===== config.mk =====
export PLATFORM = sky130hd
export DESIGN_NAME = rng_share_scheduler
export DESIGN_NICKNAME = d
export VERILOG_FILES = /design/src/rtl/qec_channel_pkg.sv /design/src/rtl/rng_share_scheduler_rr_arbiter.sv /design/src/rtl/rng_share_scheduler.sv
export SDC_FILE = /design/constraint.sdc
export NUM_CORES = 1
export LEC_CHECK = 0
export BUFFER_PORTS_ARGS = -buffer_cell sky130_fd_sc_hd__buf_4
export CORE_MARGIN = 2
export CORE_UTILIZATION = 30
export CTS_BUF_LIST = sky130_fd_sc_hd__clkbuf_4 sky130_fd_sc_hd__clkbuf_8 sky130_fd_sc_hd__clkbuf_16
export DETAILED_ROUTE_END_ITERATION = 8
export PLACE_DENSITY_LB_ADDON = 0.1
export SLEW_MARGIN = 10
export SYNTH_ARGS = -nofsm -noshare
export SYNTH_HDL_FRONTEND = slang
export SYNTH_SLANG_ARGS = --single-unit

===== constraint.sdc =====
create_clock -name clk -period 2.2 [get_ports clk]
set_input_delay 0.22 -clock clk [delete_from_list [all_inputs] [get_ports clk]]
set_output_delay 0.22 -clock clk [all_outputs]
set_load 0.005 [all_outputs]

===== src/rtl/qec_channel_pkg.sv =====
// qec_channel_pkg: shared FSM state encoding and PRNG word width for the error-stream scheduler
package qec_channel_pkg;
  localparam int RNG_WIDTH = 64;
  typedef enum logic [1:0] {IDLE, ISSUE, FILL, DONE} state_e;
endpackage


===== src/rtl/rng_share_scheduler_rr_arbiter.sv =====
// rr_arbiter: picks the first set request at or after ptr, wrapping around
module rr_arbiter #(
  parameter int N = 4,
  parameter int IW = (N > 1) ? $clog2(N) : 1
) (
  input  logic [N-1:0]  req,
  input  logic [IW-1:0] ptr,
  output logic [N-1:0]  grant_oh,
  output logic [IW-1:0] grant_idx,
  output logic          any
);
  logic [IW-1:0] idx;
  always_comb begin
    grant_idx = '0;
    grant_oh = '0;
    any = 1'b0;
    idx = '0;
    // scanning from the far end lets the nearest request to ptr win last
    for (int i = N - 1; i >= 0; i--) begin
      idx = IW'((int'(ptr) + i) % N);
      if (req[idx]) begin
        grant_idx = idx;
        any = 1'b1;
      end
    end
    for (int i = 0; i < N; i++) grant_oh[i] = any && (grant_idx == IW'(i));
  end
endmodule


===== src/rtl/rng_share_scheduler.sv =====
// rng_share_scheduler: time-shares one PRNG among channels, filling each granted channel's error vector
module rng_share_scheduler
  import qec_channel_pkg::*;
#(
  parameter int NUM_CHANNELS = 4,
  parameter int MEASUREMENT_ROUNDS = 5,
  parameter int THRESH_WIDTH = 10
) (
  input  logic                                       clk,
  input  logic                                       reset,
  input  logic [NUM_CHANNELS-1:0]                    ch_req,
  input  logic [THRESH_WIDTH-1:0]                    threshold,
  output logic                                       rng_next,
  input  logic [RNG_WIDTH-1:0]                       rng_r,
  input  logic                                       rng_valid,
  output logic [NUM_CHANNELS*MEASUREMENT_ROUNDS-1:0] ch_errors,
  output logic [NUM_CHANNELS-1:0]                    ch_done,
  output logic                                       busy
);
  localparam int IW = (NUM_CHANNELS > 1) ? $clog2(NUM_CHANNELS) : 1;
  localparam int CW = $clog2(MEASUREMENT_ROUNDS + 1);
  state_e state, state_nx;
  logic [IW-1:0] rr_ptr, grant, arb_idx;
  logic [NUM_CHANNELS-1:0] arb_oh, grant_oh;
  logic arb_any, last, hit;
  logic [CW-1:0] cnt;
  logic [THRESH_WIDTH-1:0] thr;
  logic [MEASUREMENT_ROUNDS-1:0] shadow, fill_vec;
  logic unused_rng;
  assign unused_rng = ^rng_r[RNG_WIDTH-THRESH_WIDTH-1:0];
  rr_arbiter #(.N(NUM_CHANNELS), .IW(IW)) u_arb (
    .req(ch_req),
    .ptr(rr_ptr),
    .grant_oh(arb_oh),
    .grant_idx(arb_idx),
    .any(arb_any)
  );
  assign last = cnt == CW'(MEASUREMENT_ROUNDS - 1);
  assign hit = rng_r[RNG_WIDTH-1 -: THRESH_WIDTH] < thr;
  always_comb begin
    fill_vec = shadow;
    fill_vec[cnt] = hit;
    state_nx = state == IDLE  ? (arb_any ? ISSUE : IDLE) :
               state == ISSUE ? FILL :
               state == FILL  ? ((rng_valid && last) ? DONE : FILL) : IDLE;
    rng_next = state == ISSUE || (state == FILL && rng_valid && !last);
    busy = state != IDLE;
  end
  always_ff @(posedge clk or negedge reset) begin
    if (!reset) begin
      state <= IDLE;
      rr_ptr <= '0;
      cnt <= '0;
      grant <= '0;
      grant_oh <= '0;
      thr <= '0;
      shadow <= '0;
      ch_errors <= '0;
      ch_done <= '0;
    end else begin
      state <= state_nx;
      ch_done <= '0;
      if (state == IDLE && arb_any) begin
        grant <= arb_idx;
        grant_oh <= arb_oh;
        thr <= threshold;
        cnt <= '0;
      end
      if (state == FILL && rng_valid) begin
        shadow <= fill_vec;
        cnt <= cnt + 1'b1;
      end
      // the final word is merged on the way in so the slice and ch_done appear together in DONE
      if (state == FILL && rng_valid && last) begin
        ch_errors[int'(grant)*MEASUREMENT_ROUNDS +: MEASUREMENT_ROUNDS] <= fill_vec;
        ch_done <= grant_oh;
        rr_ptr <= (grant == IW'(NUM_CHANNELS - 1)) ? '0 : grant + 1'b1;
      end
    end
  end
endmodule

==> summary.txt <==
die width: 95.5 um
final core utilization: 39.3%
commonest non-fill, non-tap cell in the layout: buf_4
CTS tree: done
Synth Net Count: 338
drt wl/cell: 12.8 um
clk_skew: 0.0121 ns
Synth Area in XOR/XNOR: 0.348%
DIE HEIGHT: 95.5 um
most frequent cells in the layout: 64 x buf_4, 52 x dfrtp_1, 39 x nand2_1
mux cell area share after synthesis: 7.12%
vias in the first global route: 1,796
boundary pin count: 107
total CTS buffers: 5
Mean Syn Cell Area: 10.6 um^2
Final Setup Violations: 0
simple-gate share of the synthesized area: 15.4%
iteration count of the initial detailed-routing pass: 4
Vias: 1,861
period utilization: 85.7%
multi-input logic area: 1130 um^2
GR met1 Demand/Resource: 18.2%
pwr dens: 1010 nW/um^2
HP Class: in2reg
row count: 33
clk sink count: 52
Leak Pwr: 1.58 nW
sequential cell area fraction in the yosys report: 51.8%
GPL Wtd Cong: 0.714
aggregate global routing overflow: 0
Max-Cap Viols: 0
crit end category: flip-flop
Total GRT Usage: 12.6%
largest net degree at the start of global routing: 53
final instance area: 3210 um^2
Setup CP Type: reg2reg
initial antenna violation count: 0
post-CTS sizing: 0
Final WS setup: 0.316 ns
count of pins over their slew limit: 0
first-pass GRT wire length: 8.87 mm
CP max FO: 5
RSZ-0062 raised after global routing: false
final hold vios: 0
Most Crowded Layer GR: met2
Post-DRT Antenna Nets: 0
Layout Nets: 405
Reg area: 1300 um^2
Synth Register Bits: 52
ys async rst share: 100%
Top FF cell, synth: dfrtp_1
Max Freq: 531 MHz
worst vdd ir: 0.367 mV
CP max stage delay: 0.47 ns
Worst-path clk slew: 0.10 ns
startpoint types: flip-flop
post-synthesis cell area: 2510 um^2
H-tree depth: 2
main combinational cell family by area after synthesis: simple AND/OR/NAND/NOR gates
compound-cell area share of the yosys netlist: 11.5%
drt drc: 0
Synth Instances: 237
layout cells sized above 1: 32.8%
status: complete, no violations
number of synthesized flops with an enable pin: 0
pre-CTS setup slack: 0.311 ns
1st-iter DRT viols: 53
Critical-path top delay cell: o41a_1
Tmin final: 1.88 ns
grt met3 use: 3.24%
I/O Buffers: 52
synthesis warning total: 0
top post-synthesis cells by area: dfrtp_1 52%, ha_1 10%, mux2_2 6.7%
DR vias/cell: 4.54
postcts setup bufs: 0
# fillers: 855
Placed Area: 3110 um^2
ant diodes: 0
Detailed Route WL: 5.25 mm
post-synthesis adder-cell area fraction: 9.96%
DP HPWL: 3.86 mm
Worst EP required: 2.40 ns
Root Buffer: clkbuf_8
Unique masters post-synth: 36
met2 Use GR: 18.6%
cell taking the most area after synthesis: dfrtp_1
share of the synthesized area in the top cell type: 51.8%
cell chain of the critical path: inv_1 > ha_1 > nand4_1 > o41a_1 > and2_1 > mux2_2
Area growth syn-to-layout: 27.8%
slew margin rel.: 54.0%
die area: 9130 um^2
worst skew pair latency: 0.32 ns
maximum root-to-sink buffer count: 2
starting density of the core: 30.7%
Tightest Pin Transition: 0.684 ns
Core ar.: 8180 um^2
Crit path arrival time: 2.08 ns
final setup TNS: 0 ns
hold slack: 0.135 ns
==> worst paths after layout <==
check,from,endpoint,slack [ns],cells past startpoint
setup / recovery,thr[9],shadow[1],0.32,6
hold / removal,threshold[3],thr[3],0.14,2
setup reg to reg,thr[9],shadow[1],0.32,6
hold reg to reg,grant_oh[3],grant_oh[3],0.48,2
max in group asynchronous,reset,ch_done[3],1.27,2
min in group asynchronous,reset,ch_errors[4],0.49,2
==> worst max-delay path: cells and delay by family, from the launching register on <==
kind	cells	cell delay [ns]
AOI/OAI and AO/OA	1	0.47
DFF	1	0.35
and+or+nand+nor	2	0.35
adders and majority gates	1	0.28
muxes	1	0.28
buffers and inverters	1	0.04
==> synth_stat cells, drive strengths merged, types with 2 or more instances <==
cell type  count
inv           18
buf            3
nand2         42
o21a           2
ha            20
dfrtp         52
nand4          4
nor2           9
nand3          6
clkbuf         2
nand2b         4
a21oi          9
o21ai         25
o31ai          6
and2           6
mux2          15
==> sequential cells by signal, summed over array words and instances, names as in the netlist <==
| register | cells |
|---|---|
| ch_errors | 20 |
| thr | 10 |
| shadow | 5 |
| ch_done | 4 |
| grant_oh | 4 |
| cnt | 3 |
| grant | 2 |
| rr_ptr | 2 |
| state | 2 |
==> timing repair <==
action | CTS | global route
hold buffers | 1 | 0
endpoints found under the setup margin | 0 | 0
endpoints found under the hold margin | 52 | 0
==> power by group <==
group	internal [W]	total (W)	switching, W
Sequential	0.00119	0.00132	0.000131
Combinational	0.000638	0.00133	0.000694
Clock	0.000233	0.000576	0.000343
==> metal layers <==
layer	share of wire, %	vias up
li1	-	950
met3	6.0	6
met5	0	-
met4	1.2	0
met2	44	53
met1	49	852
==> cells by family after synthesis <==
group,count (synthesis)
simple gates,77
flops,52
compound gates,48
buf+inv,23
fa+ha+maj,20
mux,16
xor+xnor,1
==> area by class of cell <==
cell class	instances	area share (%)
clock buffer	5	2.14
sequential	52	40.5
timing repair buffer	65	15.3
multi-input combinational	162	35.1
tap	105	4.09
inverter	18	2.10
clock inverter	3	0.818
==> per-stage QoR <==
stage	power, W	instances
floorplan	0.00221	237
finish	0.00323	410
detailed placement	0.00271	401
global route	0.00354	410
CTS	0.00330	410
global placement	0.00269	401
(Power assumes the default switching activity.)
